## config.mk

```make
export PLATFORM = sky130hd
export DESIGN_NAME = mdu_rv32m_iter
export DESIGN_NICKNAME = d
export VERILOG_FILES = /design/src/rtl/mdu_rv32m_iter.sv
export SDC_FILE = /design/constraint.sdc
export NUM_CORES = 1
export LEC_CHECK = 0
export CORE_MARGIN = 8
export CORE_UTILIZATION = 38
export DETAILED_ROUTE_END_ITERATION = 16
export PLACE_DENSITY = 0.64
export SLEW_MARGIN = 40
export SYNTH_ARGS = -nofsm -noshare
export SYNTH_HDL_FRONTEND = slang
export SYNTH_SLANG_ARGS = --single-unit
```

## constraint.sdc

```tcl
create_clock -name clk -period 13.2 [get_ports clk]
set_input_delay 1.98 -clock clk [delete_from_list [all_inputs] [get_ports clk]]
set_output_delay 1.98 -clock clk [all_outputs]
set_load 0.1 [all_outputs]
```

## src/rtl/mdu_rv32m_iter.sv

```systemverilog
// ============================================================================
//  Module   : mdu_rv32m_iter
//  Purpose  : Iterative RV32M multiply/divide unit. Radix-2 shift-add
//             multiply and restoring divide with a Start/Busy/Done handshake.
//             Every operation takes exactly WIDTH edges from Start to result.
//  Revision : 1.0  initial release
// ============================================================================
`default_nettype none

module mdu_rv32m_iter #(
    parameter int WIDTH = 32
) (
    input  logic             clk,
    input  logic             rst,
    input  logic             Start,
    input  logic [2:0]       MDControl,
    input  logic [WIDTH-1:0] Op1,
    input  logic [WIDTH-1:0] Op2,
    output logic             Busy,
    output logic             Done,
    output logic [WIDTH-1:0] MDResult,
    output logic             Zero_M
);

    localparam int              c_CW       = $clog2(WIDTH) + 1;
    localparam logic [c_CW-1:0] c_CNT_LOAD = c_CW'(WIDTH);
    localparam logic [c_CW-1:0] c_CNT_ONE  = c_CW'(1);

    typedef enum logic [1:0] {
        S_IDLE = 2'd0,
        S_RUN  = 2'd1,
        S_DONE = 2'd2
    } state_t;

    state_t             r_state;
    state_t             w_state_nx;
    logic [c_CW-1:0]    r_cnt;
    logic [2:0]         r_op;
    logic               r_neg;      // negate the selected result at the end
    logic [WIDTH-1:0]   r_m;        // multiplicand or divisor magnitude
    logic [WIDTH-1:0]   r_rem;      // partial remainder (divide only)
    logic [2*WIDTH-1:0] r_acc;      // product, or quotient in the low half
    logic [WIDTH-1:0]   r_result;

    logic               w_accept;
    logic               w_last;
    logic               w_sgn1;
    logic               w_sgn2;
    logic               w_neg1;
    logic               w_neg2;
    logic               w_neg_ld;
    logic [WIDTH-1:0]   w_mag1;
    logic [WIDTH-1:0]   w_mag2;
    logic [WIDTH:0]     w_sum;
    logic [2*WIDTH-1:0] w_mul_nx;
    logic [WIDTH:0]     w_shift;
    logic [WIDTH:0]     w_diff;
    logic               w_ge;
    logic [WIDTH-1:0]   w_rem_nx;
    logic [WIDTH-1:0]   w_q_nx;
    logic [2*WIDTH-1:0] w_acc_nx;
    logic [2*WIDTH-1:0] w_prod;
    logic [WIDTH-1:0]   w_q_s;
    logic [WIDTH-1:0]   w_r_s;
    logic [WIDTH-1:0]   w_result;

    assign w_accept = Start && (r_state != S_RUN);
    assign w_last   = (r_state == S_RUN) && (r_cnt == c_CNT_ONE);

    // Operand signedness, magnitudes and final-negate flag at latch time
    always_comb begin
        w_sgn1 = 1'b1;
        w_sgn2 = 1'b1;
        case (MDControl)
            3'b010:                 w_sgn2 = 1'b0;          // MULHSU
            3'b011, 3'b101, 3'b111: begin                   // unsigned ops
                w_sgn1 = 1'b0;
                w_sgn2 = 1'b0;
            end
            default: ;
        endcase
        w_neg1 = w_sgn1 & Op1[WIDTH-1];
        w_neg2 = w_sgn2 & Op2[WIDTH-1];
        w_mag1 = w_neg1 ? -Op1 : Op1;
        w_mag2 = w_neg2 ? -Op2 : Op2;
        // A zero divisor yields an all-ones quotient and a remainder equal to
        // |Op1|; suppressing the quotient negate gives -1, and the remainder
        // negate (dividend sign) restores Op1. Signed overflow also falls out
        // naturally: |MIN|/1 = MIN with no negate, remainder 0.
        if (!MDControl[2])
            w_neg_ld = w_neg1 ^ w_neg2;
        else if (MDControl[1])
            w_neg_ld = w_neg1;
        else
            w_neg_ld = (w_neg1 ^ w_neg2) & (|Op2);
    end

    // One multiply step and one restoring-divide step on the current state
    always_comb begin
        w_sum    = {1'b0, r_acc[2*WIDTH-1:WIDTH]} + {1'b0, r_m};
        w_mul_nx = r_acc[0] ? {w_sum, r_acc[WIDTH-1:1]}
                            : {1'b0, r_acc[2*WIDTH-1:1]};
        w_shift  = {r_rem, r_acc[WIDTH-1]};
        w_diff   = w_shift - {1'b0, r_m};
        w_ge     = ~w_diff[WIDTH];
        w_rem_nx = w_ge ? w_diff[WIDTH-1:0] : w_shift[WIDTH-1:0];
        w_q_nx   = {r_acc[WIDTH-2:0], w_ge};
        w_acc_nx = r_op[2] ? {r_acc[2*WIDTH-1:WIDTH], w_q_nx} : w_mul_nx;
    end

    // Sign fix-up and result selection from the final iteration's values
    always_comb begin
        w_prod = r_neg ? -w_mul_nx : w_mul_nx;
        w_q_s  = r_neg ? -w_q_nx   : w_q_nx;
        w_r_s  = r_neg ? -w_rem_nx : w_rem_nx;
        case (r_op)
            3'b000:                 w_result = w_prod[WIDTH-1:0];
            3'b001, 3'b010, 3'b011: w_result = w_prod[2*WIDTH-1:WIDTH];
            3'b100, 3'b101:         w_result = w_q_s;
            default:                w_result = w_r_s;
        endcase
    end

    // State register
    always_ff @(posedge clk or posedge rst) begin
        if (rst)
            r_state <= S_IDLE;
        else
            r_state <= w_state_nx;
    end

    // Next-state logic
    always_comb begin
        w_state_nx = r_state;
        case (r_state)
            S_IDLE, S_DONE: w_state_nx = Start ? S_RUN : S_IDLE;
            S_RUN:          w_state_nx = w_last ? S_DONE : S_RUN;
            default:        w_state_nx = S_IDLE;
        endcase
    end

    // Datapath: latch operands on accept, iterate while running
    always_ff @(posedge clk or posedge rst) begin
        if (rst) begin
            r_cnt    <= '0;
            r_op     <= '0;
            r_neg    <= 1'b0;
            r_m      <= '0;
            r_rem    <= '0;
            r_acc    <= '0;
            r_result <= '0;
        end else if (w_accept) begin
            r_cnt <= c_CNT_LOAD;
            r_op  <= MDControl;
            r_neg <= w_neg_ld;
            r_m   <= MDControl[2] ? w_mag2 : w_mag1;
            r_rem <= '0;
            r_acc <= {{WIDTH{1'b0}}, (MDControl[2] ? w_mag1 : w_mag2)};
        end else if (r_state == S_RUN) begin
            r_cnt <= r_cnt - c_CNT_ONE;
            r_acc <= w_acc_nx;
            r_rem <= w_rem_nx;
            if (w_last)
                r_result <= w_result;
        end
    end

    assign Busy     = (r_state == S_RUN);
    assign Done     = (r_state == S_DONE);
    assign MDResult = r_result;
    assign Zero_M   = (r_result == '0);

endmodule

`default_nettype wire
```

==> results.md, run 1 <==
- Area fraction in compound gates after synthesis: 28.4%
- Synth Area in XOR/XNOR: 10.4%
- Dominant synthesized flop cell: dfrtp_1
- Worst-Margin Slew: 863 ps
- # DRC: 0
- Critical Path Max Stage Delay: 680 ps
- TNS Setup: 0 ps
- Post-synthesis sequential area ratio: 24.6%
- First-pass GRT wire length: 104 mm
- Crit-path cells: inv_1, ha_1, inv_1, fa_1, a211oi_1, o211ai_1, nand2_1, a211oi_1, o21a_1, nor2_2, inv_1, a21oi_1, ha_1, or4b_2, nor2_1, o21ai_0, o31a_1, or3_1, or3_1, a21o_1, a31oi_1
- Layout cell share with drive strength beyond 1: 6.47%
- Die Wd: 230 um
- Slowest CP cell: nor2_2
- Worst Hold Class: flip-flop to flip-flop
- Final hold vios: 0
- Core area: 45400 um2
- Total routed wirelength: 67.6 mm
- Adder-cell area share of the yosys netlist: 5.31%
- Mapped Cells: 2345
- Total grt overflow: 0
- RePlAce Congestion: 0.974
- Ports: 105
- Final Cell Area: 19300 um2
- DRT Pass-1 Iters: 8
- Clk_lat worst skew: 470 ps
- Row count: 78
- Yosys top cell by area: dfrtp_1
- Buffer levels on the longest clock path: 2
- Nets: 2463
- Initial antenna violation count: 1
- Worst clock skew: 14.2 ps
- Post-CTS Setup Bufs: 0
- Largest net degree at the start of global routing: 93
- Vias/cell: 6.25
- Starting Density: 38.5%
- Hold-fix buffers, CTS: 0
- Top cells by area, synth: dfrtp_1, o21ai_0, nand2_1
- Post-synth EDFFs: 0
- Area grow syn2layout: 10.1%
- Clock root cell: clkbuf_16
- Status: finished, final reports clean
- ANT cells: 0
- Synth cell types: 83
- Placed instance area: 18700 um2
- GRT Util Overall: 24.7%
- Post-Syn Area: 17500 um2
- Die Y: 230 um
- RSZ-0062 raised after global routing: false
- Synthesized Nets: 2488
- Worst Path Max Fanout: 16
- Endpoint type of the worst setup path: flip-flop
- Mux cell area share after synthesis: 4.40%
- Most frequent cells in the layout: nand2_1, o21ai_0, a21oi_1, nor2_1, dfrtp_1
- Tcrit/Tclk final: 49.4%
- Die area: 53100 um2
- Yosys warns: 0
- Antenna Nets Post-Route: 0
- Most common library cell in the layout ignoring fill and taps: nand2_1
- Synthesized flop and latch total: 172
- Worst EP arrival: 6910 ps
- # resized after CTS: 0
- Main combinational cell family by area after synthesis: compound AO/OA/AOI/OAI gates
- Cts bufs inserted: 17
- Max cap viols: 0
- Cell repeated most along the worst path: inv_1
- Max-slew headroom: 41.9%
- Syn Area/Cell: 7.45 um2
- WL per Instance: 23.0 um
- Buffers & Inverters on Critical Path: 3
- CTS tree: done
- # clock sinks: 172
- Post-Synth Simple-Gate Area: 21.5%
- Minimum clock period: 6520 ps
- H-Tree Depth: 4
- Vias: 18300
- Critical path type: flip-flop to flip-flop
- CP delay by family, top: simple AND/OR/NAND/NOR gates
- CP Launch Type: flip-flop
- Yosys top cell area share: 24.6%
- IO buf count: 104
- # setup viols final: 0
- DPL Wire Length: 53.0 mm
- Starting DRT DRC Count: 2116
- WP data required: 13590 ps
- Fmax: 153 MHz
- Worst-path clk slew: 80 ps
- Vias in the first global route: 17300
- Final Max Slew Viols: 0
- Async set-reset flop share out of synthesis: 100%
==> path summary, 6_finish.rpt <==
path	from	endpoint	slack, ps	depth (start not counted)
setup / recovery	r_acc[31]	MDResult[28]	6680	21
hold / removal	MDResult[17]	MDResult[17]	510	1
setup reg to reg	r_acc[31]	MDResult[28]	6680	21
hold reg to reg	MDResult[17]	MDResult[17]	510	1
max in group asynchronous	rst	r_m[21]	10190	3
min in group asynchronous	rst	r_acc[58]	1910	2
==> cells in the mapped netlist (all sizes together) (27+ instances only) <==
master / instances
xnor2: 105
ha: 71
inv: 73
a211oi: 61
clkbuf: 155
nor4: 27
nor2: 182
a31oi: 31
a21oi: 187
o21ai: 258
or3: 43
dfrtp: 172
mux2i: 60
nand2: 264
xor2: 103
nand3: 63
o31ai: 37
nor3: 46
nand4: 29
==> sequential cells by signal, indices dropped and copies added (netlist names) <==
name and cells:
r_m 32, r_op 3, r_state 2, r_cnt 6, MDResult 32, r_acc 64
r_rem 32, r_neg 1
==> final cells by class <==
type / count / area (um2)
Fill cell: 4661 / 26100
Clock inverter: 13 / 135
Clock buffer: 19 / 443
Inverter: 74 / 283
Sequential cell: 172 / 4310
Multi-Input combinational cell: 1926 / 12300
Tap cell: 600 / 751
Timing Repair Buffer: 129 / 1060
==> logic make-up after synthesis <==
family                   Yosys count
buffers and inverters            247
XOR/XNOR                         208
AND/OR/NAND/NOR                  779
flip-flops                       172
adder cells (fa/ha/maj)           73
AO/OA/AOI/OAI                    791
multiplexers                      75
==> metrics by stage <==
stage                     utilization, %  instances  hold WS, ps  setup slack [ps]
after floorplan                        -       2345          468              6560
after global placement              41.4       2900          487              7050
after detailed placement            41.1       2900          494              6830
after CTS                           42.4       2932          511              6830
after global routing                42.4       2933          531              6270
final                               42.4       2933          510              6680
==> metal layers <==
| layer | track usage (%) | up-vias | routed length [um] |
|---|---|---|---|
| li1 | - | 8522 | - |
| met1 | 31.8 | 8861 | 28600 |
| met3 | 4.08 | 153 | 4420 |
| met4 | 13.8 | 2 | 4100 |
| met5 | 0 | - | 13 |
| met2 | 39.2 | 789 | 30500 |
==> worst register-to-register path, cell delays in order (launching register included) <==
cell and delay, ps:
dfrtp_1 460, inv_1 100, ha_1 190, inv_1 70
fa_1 400, a211oi_1 450, o211ai_1 330, nand2_1 190
a211oi_1 120, o21a_1 410, nor2_2 680, inv_1 210
a21oi_1 310, ha_1 290, or4b_2 630, nor2_1 120
o21ai_0 120, o31a_1 250, or3_1 420, or3_1 380
a21o_1 180, a31oi_1 120
Power of run 1 is left out: the tool's default activity adds up to more than one toggle a clock period on the data nets, which glitch-free logic cannot reach.
==> run 2, diff against run 1 <==
--- a/config.mk
+++ b/config.mk
@@ -8,7 +8,7 @@
 export CORE_MARGIN = 8
 export CORE_UTILIZATION = 38
 export DETAILED_ROUTE_END_ITERATION = 16
-export PLACE_DENSITY = 0.64
+export PLACE_DENSITY = 0.66
 export SLEW_MARGIN = 40
 export SYNTH_ARGS = -nofsm -noshare
 export SYNTH_HDL_FRONTEND = slang
==> constraint.sdc (replaced) <==
create_clock -name clk -period 5.9 [get_ports clk]
set_input_delay 0.885 -clock clk [delete_from_list [all_inputs] [get_ports clk]]
set_output_delay 0.885 -clock clk [all_outputs]
set_load 0.1 [all_outputs]
==> run 2 against run 1 <==
- core utilization rose by 0.45 points
- cell count rose by 0.51%
- die area did not move
- wire length rose by 2.6%
- non-clock buffer count rose by 13
- highest routed layer unchanged
==> results.md, run 2 (synthesis gave the netlist of run 1 again) <==
- Cts bufs inserted: 17 (unchanged)
- Post-CTS Setup Bufs: 0 (unchanged)
- Nets: 2476 (+0.53%)
- Vias/cell: 6.26 (+0.13%)
- Die Y: 230 um (unchanged)
- Final hold vios: 0 (unchanged)
- Ports: 105 (unchanged)
- Clk_lat worst skew: 470 ps (about the same)
- Reg-to-reg endpoint: MDResult[28]
- Fin util: 42.9% (+0.45 points)
- Area of the multi-input gates: 12300 um2 (+0.16%)
- IO buf count: 104 (unchanged)
- Starting Density: 38.5% (unchanged)
- Max FFs per register: 64 (unchanged)
- Max-slew headroom: 40.3% (-1.5 points)
- # resized after CTS: 0 (unchanged)
- CTS tree: done
- Most flops, register: r_acc
- Worst-Margin Slew: 895 ps (+32.2 ps)
- Fmax: 181 MHz (+18%)
- CP Launch Type: flip-flop
- R2R setup slack: 370 ps (-6310 ps)
- H-Tree Depth: 4 (unchanged)
- RSZ-0062 raised after global routing: false
- Starting DRT DRC Count: 2135 (+0.90%)
- GRT Util Overall: 25.4% (+0.64 points)
- Layout cell share with drive strength beyond 1: 7.08% (+0.60 points)
- Worst clock skew: 14.3 ps (+0.0948 ps)
- RePlAce Congestion: 1.02 (+4.7%)
- Die area: 53100 um2 (unchanged)
- Status: finished, final reports clean
- Most frequent cells in the layout: nand2_1, o21ai_0, a21oi_1, nor2_1, dfrtp_1
- Vias: 18400 (+0.64%)
- Initial antenna violation count: 5 (+4)
- Total grt overflow: 0 (unchanged)
- Filler cells: 4690 (+0.62%)
- DPL Wire Length: 54.2 mm (+2.3%)
- Core area: 45400 um2 (unchanged)
- Hold Crit Depth: 2 (+1)
- FF/Latch Area: 4310 um2 (unchanged)
- Total routed wirelength: 69.3 mm (+2.6%)
- Crit-path cells: ha_1, a21oi_1, o21ai_0, nor2_1, a211oi_1, nor3_1, nor2_2, inv_1, buf_4, a21oi_1, ha_1, or4b_2, nor2_1, o21ai_0, o31a_1, or3_1, or3_1, a21o_1, a31oi_1
- WL per Instance: 23.5 um (+2.1%)
- Critical path type: flip-flop to flip-flop
- Critical Path Max Stage Delay: 630 ps (-50 ps)
- Worst Hold Class: flip-flop to flip-flop
- Hold Path End: r_acc[60]
- # setup viols final: 0 (unchanged)
- Die Wd: 230 um (unchanged)
- Minimum clock period: 5530 ps (-988 ps)
- Antenna Nets Post-Route: 0 (unchanged)
- Endpoint type of the worst setup path: flip-flop
- First-pass GRT wire length: 106 mm (+2.2%)
- Clock root cell: clkbuf_16
- WP data required: 6290 ps (-7300 ps)
- Hold Startpoint: r_acc[60]
- Tcrit/Tclk final: 93.8% (+44 points)
- # DRC: 0 (unchanged)
- Row count: 78 (unchanged)
- Crit Reg-Reg Startpoint: r_rem[8]
- Final Max Slew Viols: 0 (unchanged)
- Worst EP arrival: 5920 ps (-990 ps)
- Worst Path Max Fanout: 11 (-5)
- Reg2reg path depth: 19 (-9.5%)
- TNS Setup: 0 ps (unchanged)
- Buffer levels on the longest clock path: 2 (unchanged)
- Area grow syn2layout: 11.3%
- Most common library cell in the layout ignoring fill and taps: nand2_1
- Worst-path clk slew: 70 ps (about the same)
- Hold-fix buffers, CTS: 0 (unchanged)
- DRT Pass-1 Iters: 6 (-2)
- Slowest CP cell: or4b_2
- Max cap viols: 0 (unchanged)
- Largest net degree at the start of global routing: 105 (+13%)
- Vias in the first global route: 17400 (+0.74%)
- # clock sinks: 172 (unchanged)
## run 2: cell types whose count changed in the layout (fill, tap and decap cells not counted), sizes merged
cell	before	now
buf	61	74
bufinv	1	4
clkbuf	19	18
clkinv	6	4
clkinvlp	2	1
diode	0	2
inv	78	79
## run 2: metrics by stage
step                hold slack (ps)  instances  instance area (um2)  setup slack, ps
floorplan                       468       2345                17500             82.3
global placement                483       2913                18900              491
detailed placement              500       2914                18800              397
CTS                             518       2946                19400              384
global route                    545       2946                19500             22.4
finish                          514       2948                19500              369
## run 2: area by class of cell
cell class | instances | area share [%]
inverters | 74 | 1.47
repair buffers | 142 | 6.01
well taps | 600 | 3.86
diodes | 2 | 0.0257
multi-input cells | 1926 | 63.2
clock buffers | 18 | 2.26
clock inverters | 14 | 1.05
flip-flops and latches | 172 | 22.1
## run 2: how the worst max path moves through the flow
stage              start      endpoint  slack, ps
2_1_floorplan  r_acc[31]  MDResult[28]         80
3_3_place_gp   r_acc[31]  MDResult[28]        490
3_5_place_dp   r_acc[31]  MDResult[28]        400
4_1_cts        r_acc[31]  MDResult[28]        380
5_1_grt        r_acc[31]  MDResult[30]         20
6_report        r_rem[8]  MDResult[28]        370
## run 2: per-layer routing
metal	track usage, %	wire length (um)	vias to the layer above
li1	-	-	8557
met1	32.9	28800	8872
met2	40.0	31100	878
met3	5.32	5980	135
met4	12.1	3420	2
met5	0	11	-
## run 2: worst max-delay path: cells and delay by family, from the launching register on
family          cells  cell delay (ps)
buf+inv             2              290
fa+ha+maj           2              790
simple gates        7             2000
compound gates      8             1920
flops               1              450
Power of run 2 is left out for the same reason.
==> run 3, diff against run 2 <==
--- a/config.mk
+++ b/config.mk
@@ -7,6 +7,7 @@
 export LEC_CHECK = 0
 export CORE_MARGIN = 8
 export CORE_UTILIZATION = 38
+export CTS_BUF_LIST = sky130_fd_sc_hd__clkbuf_4
 export DETAILED_ROUTE_END_ITERATION = 16
 export PLACE_DENSITY = 0.66
 export SLEW_MARGIN = 40
==> run 3 against run 2 <==
- sequential share of layout area is 0.34 points higher
- sequential cell count unchanged
- clock-buffer cell count fell by 1
- clock skew up 21 ps
- non-clock buffer count did not move
- register-to-register slack worse by 20 ps
- design area decreased by 1.5%
- hold slack gained 19 ps
- first-iteration DRC count fell by 4.8%
- maximum frequency decreased by 0.28%
- cell count is 0.14% higher
- highest routed layer unchanged
==> results.md, run 3 (synthesis gave the netlist of run 1 again) <==
- Largest net degree at the start of global routing: 105 (unchanged)
- DRT Pass-1 Iters: 11 (+5)
- Final WS setup: 353 ps (-15.3 ps)
- Die Y: 230 um (unchanged)
- Worst Path Max Fanout: 11 (unchanged)
- CTS tree: done
- WL per Instance: 23.4 um (-0.60%)
- Hold-fix buffers, CTS: 0 (unchanged)
- Worst-path clk slew: 160 ps (+90 ps)
- Final hold vios: 0 (unchanged)
- Total grt overflow: 0 (unchanged)
- Most frequent cells in the layout: nand2_1, o21ai_0, a21oi_1, nor2_1, dfrtp_1
- Max-slew headroom: 41.0% (+0.66 points)
- Clk_lat worst skew: 690 ps (+220 ps)
- H-Tree Depth: 4 (unchanged)
- Ports: 105 (unchanged)
- WP data required: 6520 ps (+230 ps)
- Vias: 18400 (-0.28%)
- Most flops, register: r_acc
- Slowest CP cell: or4b_2
- TNS Setup: 0 ps (unchanged)
- # setup viols final: 0 (unchanged)
- Fmax: 180 MHz (-0.28%)
- Post-CTS Setup Bufs: 0 (unchanged)
- RePlAce Congestion: 1.02 (unchanged)
- Max cap viols: 0 (unchanged)
- First-pass GRT wire length: 105 mm (-0.33%)
- Area grow syn2layout: 9.63%
- DPL Wire Length: 54.2 mm (unchanged)
- Core area: 45400 um2 (unchanged)
- Final Max Slew Viols: 0 (unchanged)
- IO buf count: 104 (unchanged)
- CP Launch Type: flip-flop
- RSZ-0062 raised after global routing: false
- Status: finished, final reports clean
- Critical path type: flip-flop to flip-flop
- # clock sinks: 172 (unchanged)
- Max FFs per register: 64 (unchanged)
- Layout cell share with drive strength beyond 1: 7.08% (unchanged)
- Tcrit/Tclk final: 94.0% (+0.26 points)
- Nets: 2476 (unchanged)
- Fin util: 42.2% (-0.65 points)
- Worst clock skew: 35.4 ps (+21.1 ps)
- # DRC: 0 (unchanged)
- Endpoint type of the worst setup path: flip-flop
- Worst EP arrival: 6160 ps (+240 ps)
- Initial antenna violation count: 7 (+2)
- Crit-path cells: ha_1, a21oi_1, o21ai_0, nor2_1, a211oi_1, nor3_1, nor2_2, inv_1, buf_4, a21oi_1, ha_1, or4b_2, nor2_1, o21ai_0, o31a_1, or3_1, or3_1, a21o_1, a31oi_1
- Clock root cell: clkbuf_4
- Vias in the first global route: 17400 (-0.034%)
- Setup WS pre-CTS: 397 ps (unchanged)
- Row count: 78 (unchanged)
- Critical Path Max Stage Delay: 630 ps (about the same)
- Die area: 53100 um2 (unchanged)
- # resized after CTS: 0 (unchanged)
- Starting Density: 38.5% (unchanged)
- Most common library cell in the layout ignoring fill and taps: nand2_1
- Antenna Nets Post-Route: 0 (unchanged)
- Worst Hold Class: flip-flop to flip-flop
- Minimum clock period: 5550 ps (+15.3 ps)
- Buffer levels on the longest clock path: 2 (unchanged)
- Final hold slack: 533 ps (+18.6 ps)
- Total routed wirelength: 69.0 mm (-0.47%)
- Cts bufs inserted: 17 (unchanged)
- Starting DRT DRC Count: 2032 (-4.8%)
- Die Wd: 230 um (unchanged)
- GRT Util Overall: 25.3% (-0.094 points)
- Vias/cell: 6.23 (-0.42%)
- Worst-Margin Slew: 884 ps (-10.9 ps)
## run 3: changes by cell type in the layout (fill, tap and decap cells not counted)
| cell | previous run | this run |
|---|---|---|
| diode_2 | 2 | 6 |
| clkbuf_4 | 0 | 17 |
| clkbuf_16 | 17 | 0 |
| a21oi_1 | 186 | 185 |
| inv_1 | 69 | 70 |
| clkbuf_8 | 1 | 0 |
| a21oi_2 | 0 | 1 |
## run 3: metrics by stage
step / std cells / area (um2)
2_1_floorplan: 2345 / 17500
3_3_place_gp: 2913 / 18900
3_5_place_dp: 2914 / 18800
4_1_cts: 2946 / 19100
5_1_grt: 2951 / 19200
6_report: 2952 / 19200
## run 3: layout make-up
type	instances	area (um2)
Antenna cell	6	15.0
Clock inverter	15	209
Tap cell	600	751
Sequential cell	172	4310
Timing Repair Buffer	142	1170
Clock buffer	17	128
Multi-Input combinational cell	1926	12300
Inverter	74	285
Fill cell	4730	26200
## run 3: worst paths after layout
kind                           start      endpoint  slack [ps]  depth (start not counted)
max reg2reg                 r_rem[8]  MDResult[28]         350                         19
max                         r_rem[8]  MDResult[28]         350                         19
min                        r_acc[60]     r_acc[60]         530                          2
min in group asynchronous        rst     r_acc[52]         670                          2
min reg2reg                r_acc[60]     r_acc[60]         530                          2
max in group asynchronous        rst       r_op[2]        4230                          3
## run 3: metal layers
layer  global-route usage [%]  wire (um)  up-vias
met4                     12.8       3650        2
met2                     39.6      30800      872
met3                     4.99       5630      155
li1                         -          -     8549
met1                     32.9      28900     8814
met5                        0         13        -
## run 3: critical path: cells and delay by family, from the launching register on
kind / cells / cell delay (ps)
AND/OR/NAND/NOR: 7 / 2010
AO/OA/AOI/OAI: 8 / 1910
adder cells (fa/ha/maj): 2 / 790
flip-flops: 1 / 480
buffers and inverters: 2 / 290
Power of run 3 is left out for the same reason.
